### config.mk
export PLATFORM = sky130hd
export DESIGN_NAME = serial_subtractor
export DESIGN_NICKNAME = d
export VERILOG_FILES = /design/src/rtl/serial_subtractor.sv
export SDC_FILE = /design/constraint.sdc
export NUM_CORES = 1
export LEC_CHECK = 0
export ABC_AREA = 1
export BUFFER_PORTS_ARGS = -buffer_cell sky130_fd_sc_hd__buf_2
export CAP_MARGIN = 20
export CORE_ASPECT_RATIO = 0.5
export CORE_MARGIN = 3
export CORE_UTILIZATION = 44
export CTS_BUF_LIST = sky130_fd_sc_hd__clkbuf_4
export DETAILED_ROUTE_END_ITERATION = 6
export PLACE_DENSITY_LB_ADDON = 0.2
export SYNTH_ARGS = -nofsm -noshare
export SYNTH_HDL_FRONTEND = slang
export SYNTH_SLANG_ARGS = --single-unit
### constraint.sdc
create_clock -name clk_i -period 1.21 [get_ports clk_i]
set_input_delay 0.242 -clock clk_i [delete_from_list [all_inputs] [get_ports clk_i]]
set_output_delay 0.242 -clock clk_i [all_outputs]
set_load 0.01 [all_outputs]
### src/rtl/serial_subtractor.sv
// serial_subtractor
//   Bit-serial unsigned subtractor: diff = (a - b) mod 2^WIDTH, one bit per
//   clock, LSB first, through a single full-subtractor cell and a registered
//   borrow. The calculator control FSM drives it with a start/done handshake.
//
// Ports
//   clk_i     clock, rising edge
//   rst_ni    asynchronous active-low reset
//   start_i   request, sampled only in IDLE
//   a_i/b_i   minuend/subtrahend, captured on the accepted start
//   busy_o    high in RUN and DONE
//   done_o    one-cycle pulse when results become valid
//   diff_o    registered result
//   borrow_o  final borrow out (a < b)
//   zero_o    diff_o == 0
module serial_subtractor #(
    parameter int WIDTH = 8
) (
    input  logic             clk_i,
    input  logic             rst_ni,
    input  logic             start_i,
    input  logic [WIDTH-1:0] a_i,
    input  logic [WIDTH-1:0] b_i,
    output logic             busy_o,
    output logic             done_o,
    output logic [WIDTH-1:0] diff_o,
    output logic             borrow_o,
    output logic             zero_o
);

    localparam int CNT_W = (WIDTH > 2) ? $clog2(WIDTH) : 1;
    localparam logic [CNT_W-1:0] LAST = CNT_W'(WIDTH - 1);

    typedef enum logic [1:0] {IDLE, RUN, DONE} state_t;

    state_t           state;
    logic [WIDTH-1:0] a_sr;
    logic [WIDTH-1:0] b_sr;
    logic [WIDTH-1:0] r_sr;
    logic [CNT_W-1:0] cnt;
    logic             br;

    // Full-subtractor cell on the current LSBs.
    logic             d;
    logic             br_next;
    logic [WIDTH-1:0] res_full;

    assign d        = a_sr[0] ^ b_sr[0] ^ br;
    assign br_next  = (~a_sr[0] & b_sr[0]) | (~(a_sr[0] ^ b_sr[0]) & br);
    // Result after this bit is shifted in; on the final bit it is complete.
    assign res_full = {d, r_sr[WIDTH-1:1]};

    always_ff @(posedge clk_i or negedge rst_ni) begin
        if (!rst_ni) begin
            state    <= IDLE;
            a_sr     <= '0;
            b_sr     <= '0;
            r_sr     <= '0;
            cnt      <= '0;
            br       <= 1'b0;
            busy_o   <= 1'b0;
            done_o   <= 1'b0;
            diff_o   <= '0;
            borrow_o <= 1'b0;
            zero_o   <= 1'b0;
        end else begin
            case (state)
                IDLE: begin
                    done_o <= 1'b0;
                    if (start_i) begin
                        a_sr   <= a_i;
                        b_sr   <= b_i;
                        r_sr   <= '0;
                        cnt    <= '0;
                        br     <= 1'b0;
                        busy_o <= 1'b1;
                        state  <= RUN;
                    end
                end
                RUN: begin
                    a_sr <= a_sr >> 1;
                    b_sr <= b_sr >> 1;
                    r_sr <= res_full;
                    br   <= br_next;
                    cnt  <= cnt + 1'b1;
                    if (cnt == LAST) begin
                        diff_o   <= res_full;
                        borrow_o <= br_next;
                        zero_o   <= (res_full == '0);
                        done_o   <= 1'b1;
                        state    <= DONE;
                    end
                end
                DONE: begin
                    done_o <= 1'b0;
                    busy_o <= 1'b0;
                    state  <= IDLE;
                end
                default: begin
                    done_o <= 1'b0;
                    busy_o <= 1'b0;
                    state  <= IDLE;
                end
            endcase
        end
    end

endmodule
# After elaboration in Yosys (flattened, before gate mapping)
# Cells that the tools add are included.
[op_classes]
add_sub_neg = 1
n_eq_ne = 4
muxes = 17
n_bitwise = 8
reduce_logical = 7
[ops]
columns = ["cell", "count"]
rows = [
  ["$pmux 8 s2", 3],
  ["$mux 8", 3],
  ["$logic_not 8->1", 1],
  ["$reduce_and 2->1", 4],
  ["$pmux 3 s2", 1],
  ["$mux 1", 4],
  ["$mux 2", 2],
  ["$ne 2x2->1 const B", 2],
  ["$pmux 1 s2", 2],
  ["$pmux 2 s2", 1],
  ["$add 3x1->3 const B", 1],
  ["$eq 3x3->1 const B", 1],
  ["$mux 3", 1],
  ["$not 1->1", 3],
  ["$and 1x1->1", 2],
  ["$eq 2x1->1 const B", 1],
  ["$logic_not 2->1", 1],
  ["$reduce_bool 2->1", 1],
  ["$xor 1x1->1", 2],
  ["$or 1x1->1", 1],
]
[word_totals]
regBits = 42
inputBits = 19
wordCells = 48

# Longest topological paths before layout
[depth]
depth_word = 5
mapped_depth = 8
ltp_nobuf = 7

# Worst setup path before layout
# OpenSTA, ideal clock, no wires.
[synth_timing]
kind = "register to register"
from = "register a_sr[0]"
to = "register zero_o"
setup_ps = 65
t_arrival_ps = 1192
required_ps = 1145
path_slack_ps = -47
path_stages_with_launch = 7
synth_period_minus_slack_ps = 1257
path_cell_list = "dfrtp_1 > fa_1 > nor2_1 > nand2_1 > nor2_1 > nand2_1 > nand2_1"
[synth_via]
elab_chain_cells = 3
[synth_lines]
columns = ["item", "line", "source"]
rows = [
  ["from (decl)", "37", "logic [WIDTH-1:0] a_sr;"],
  ["from (signal assigned)", "71", "a_sr <= a_i;"],
  ["from (signal assigned)", "81", "a_sr <= a_sr >> 1;"],
  ["$xor 1x1->1 (2 in a row)", "48", "assign d = a_sr[0] ^ b_sr[0] ^ br;"],
  ["named net d", "44", "logic d;"],
  ["$logic_not 8->1", "89", "zero_o <= (res_full == '0);"],
  ["to (signal assigned)", "89", ""],
  ["to (decl)", "28", "output logic zero_o"],
]
# The timed path passes the listed nets, and every way through them passes these cells.
# A chain may end at the register's enable or synchronous reset.

# Worst setup path after layout
# Same ends and word-level chain as after synthesis.

==> results_dict.tcl <==
set metrics [dict create \
    die_height_microns 52.2 \
    placed_area_sq_um 2160 \
    synth-adder-area-share_pct 2.39 \
    place_congestion 0.721 \
    instances_no_fill 327 \
    cp_data_required_time_ns 1.50 \
    synth-xor-area-share_pct 0 \
    dp_cells 311 \
    cap_violations 0 \
    p_int_uw 3590 \
    layout_setup_ws_ns -0.0631 \
    syn_inst 222 \
    setup.worst_path.start "a_sr[0]" \
    cellPowerDensity_nw_per_um2 2540 \
    utilization_pct 59.7 \
    worstSetupEndpointType "flip-flop" \
    synth.lib_cells_used.distinct 20 \
    route.antenna.remaining_nets 0 \
    wl_per_cell_microns 12.1 \
    floorplan.initialDensity_pct 47.0 \
    power.share.combinational_pct 50.1 \
    path_max_fanout 2 \
    cellLeakagePower_uw 0.00131 \
    rr_endpoint "zero_o" \
    finalClockSkew_ns 0.00607 \
    die_w_microns 98.5 \
    post-layout-total-power_uw 6060 \
    cp_data_arrival_time_ns 1.57 \
    number_of_core_rows 16 \
    final_nets 294 \
    worst_hold_slack_ns 0.107 \
    switchingPower_uw 2470 \
    number_of_antenna_diodes 0 \
    rsz0062_at_grt "yes" \
    multi_input_area_sq_um 689 \
    worstReg2RegStart "a_sr[0]" \
    timing.max_slew.rel_slack_pct 86.6 \
    num-fill-cells 367 \
    synth-compound-area-share_pct 5.85 \
    detail_route.wirelength_microns 3950 \
    grt_first_pass_wirelength_microns 6710 \
    final_cell_area_sq_um 2390 \
    cp-endpoint "zero_o" \
    synth_area_sq_um 1880 \
    outcome "finished with violations" \
    finalCritPeriodShare_pct 105 \
    seq_area_frac_synth_pct 54.5 \
    cts.reportedPaths.clkPinSlew_ns 0.12 \
    track_usage_pct 16.5 \
    postSynthNetCount 244 \
    route.detailed.drc 0 \
    ctsLongestPathBuffers 2 \
    yosys_warnings 0 \
    grt_pass1_vias 1507 \
    switching_share_pct 40.8 \
    setup.worst_path.class "flip-flop to flip-flop" \
    worst-slew-pin-transition_ns 0.202 \
    htree_depth 2 \
    sum_of_net_half_perimeters_after_detailed_placement_microns 2460 \
    synthToLayoutAreaGrowth_pct 27.0 \
    place.port_buffers 30 \
    register_area_sq_um 1030 \
    launching_element_type_of_the_critical_path "flip-flop" \
    rrSetupSlack_ns -0.06 \
    ys_ff_latch 41 \
    total_die_area_sq_um 5150 \
    synth.area.mux_share_pct 0 \
    dr.pass1.iters 5 \
    report.final.slew_viol_count 0 \
    timing_hold_violations_final 0 \
    via_count 1537 \
    synth_top_family_by_area "simple AND/OR/NAND/NOR gates" \
    finalSetupViolations 2 \
    clk_latency_ns 0.34 \
    layout_min_cycle_time_ns 1.27 \
    violations "negative setup slack" \
    simple_gate_share_of_the_synthesized_area_pct 24.8 \
    timing.hold.worst.class "primary input to flip-flop" \
    drt-initial-drc-count 47 \
    power.share.sequential_pct 39.0 \
    grt_max_degree 24 \
    avgViaCountPerCell 4.70 \
    cts_sinks 41 \
    io-pin-count 31 \
    worstRegToRegCells 6 \
    tritoncts "built" \
    final_layout_size_suffix_gt1_share_pct 29.3 \
    placeable_core_region_sq_um 4000 \
    gr-total-overflow 0 \
    synth_area_per_cell_sq_um 8.48 \
    cts-buffers-inserted 5 \
    clockPowerShare_pct 11.0 \
    maxClockFrequency_ghz 0.785 \
    clock_tree_root_buffer_cell "sky130_fd_sc_hd__clkbuf_4" \
    antenna_found_initial 0 \
    irDropWorstVdd_uv 765 \
]
[routing by layer]
metal | wire, microns | vias to the layer above | track usage, %
met1 | 1790 | 700 | 20.3
met4 | 45 | 0 | 4.08
met2 | 1900 | 46 | 30.0
met3 | 204 | 7 | 3.98
li1 | - | 784 | -
met5 | 0 | - | 0
[through the flow]
stage	setup TNS, ns	worst slack [ns]
global placement	-0.185	-0.0418
global route	-0.337	-0.193
floorplan	-0.0117	-0.0117
CTS	-0.0877	-0.0710
finish	-0.0976	-0.0631
detailed placement	-0.345	-0.0638
[cells in the mapped netlist (all sizes together)]
master  instances  area (sq um)
dfrtp          41          1030
o22ai           8          50.1
nand2          67           272
a21oi           1          5.00
ha              2          25.0
nand4           1          6.26
o21ai          11          55.1
clkinv          1          5.00
inv            39           149
fa              1          20.0
nor2            9          33.8
buf            10          80.1
nand3          31           155
[placed cells by master, fill, tap and decap left out, types with 2 or more instances in the layout]
| master | n |
|---|---|
| sky130_fd_sc_hd__inv_2 | 2 |
| sky130_fd_sc_hd__nand2_2 | 6 |
| sky130_fd_sc_hd__buf_2 | 30 |
| sky130_fd_sc_hd__nand3_1 | 31 |
| sky130_fd_sc_hd__clkbuf_4 | 5 |
| sky130_fd_sc_hd__buf_12 | 3 |
| sky130_fd_sc_hd__dfrtp_1 | 41 |
| sky130_fd_sc_hd__inv_1 | 36 |
| sky130_fd_sc_hd__clkinv_2 | 3 |
| sky130_fd_sc_hd__buf_4 | 14 |
| sky130_fd_sc_hd__nor2_1 | 8 |
| sky130_fd_sc_hd__buf_6 | 4 |
| sky130_fd_sc_hd__nand2_1 | 58 |
| sky130_fd_sc_hd__o21ai_2 | 4 |
| sky130_fd_sc_hd__nand2_8 | 2 |
| sky130_fd_sc_hd__o22ai_1 | 8 |
| sky130_fd_sc_hd__o21ai_1 | 6 |
[critical path: stages, from the launching register on]
cell and delay, ns:
sky130_fd_sc_hd__dfrtp_1 0.42, sky130_fd_sc_hd__fa_1 0.48, sky130_fd_sc_hd__nor2_1 0.10, sky130_fd_sc_hd__nand2_1 0.05, sky130_fd_sc_hd__nor2_1 0.08, sky130_fd_sc_hd__nand2_1 0.05, sky130_fd_sc_hd__nand2_1 0.05
[power by group through the flow]
stage	sequential, uW	combinational, uW	clock (uW)
floorplan	2410	1740	0
global placement	2330	2530	0
global route	2430	3420	737
finish	2360	3030	664
detailed placement	2360	2580	0
CTS	2340	2740	690
[registers in the layout, summed over array words and instances (netlist names)]
signal / count
a_sr: 8
b_sr: 8
borrow_o: 1
br: 1
busy_o: 1
cnt: 3
diff_o: 8
done_o: 1
r_sr: 7
state: 2
zero_o: 1
[what timing repair did]
action / in CTS / in global routing
resized for setup: 6 / 19
hold buffers: 1 / 0
hold endpoints to repair: 41 / 0
pin swaps: 4 / 4
endpoints found under the setup margin: 11 / 27
cloned: 1 / 0
buffers inserted: 3 / 3
[how the worst min path moves through the flow]
stage | cells past startpoint | end | start
final | 3 | a_sr[7] | a_i[7]
after global routing | 3 | a_sr[7] | a_i[7]
after CTS | 3 | a_sr[7] | a_i[7]
after detailed placement | 1 | diff_o[3] | rst_ni
after global placement | 1 | diff_o[2] | rst_ni
after floorplan | 0 | a_sr[0] | rst_ni
[final cells by class]
cell class | count | share of cell area (%)
Clock buffer | 5 | 1.57
Clock inverter | 3 | 0.733
Inverter | 40 | 6.44
Multi-Input combinational cell | 131 | 28.8
Sequential cell | 41 | 42.9
Tap cell | 54 | 2.83
Timing Repair Buffer | 53 | 16.6
[logic make-up (layout without fill, tap and decap cells)]
logic type                 after synthesis  count (layout)
and+or+nand+nor                        108             108
buffers and inverters                   50             101
DFF                                     41              41
adders and majority gates                3               3
AOI/OAI and AO/OA                       20              20
Power figures use the tool's default switching activity.
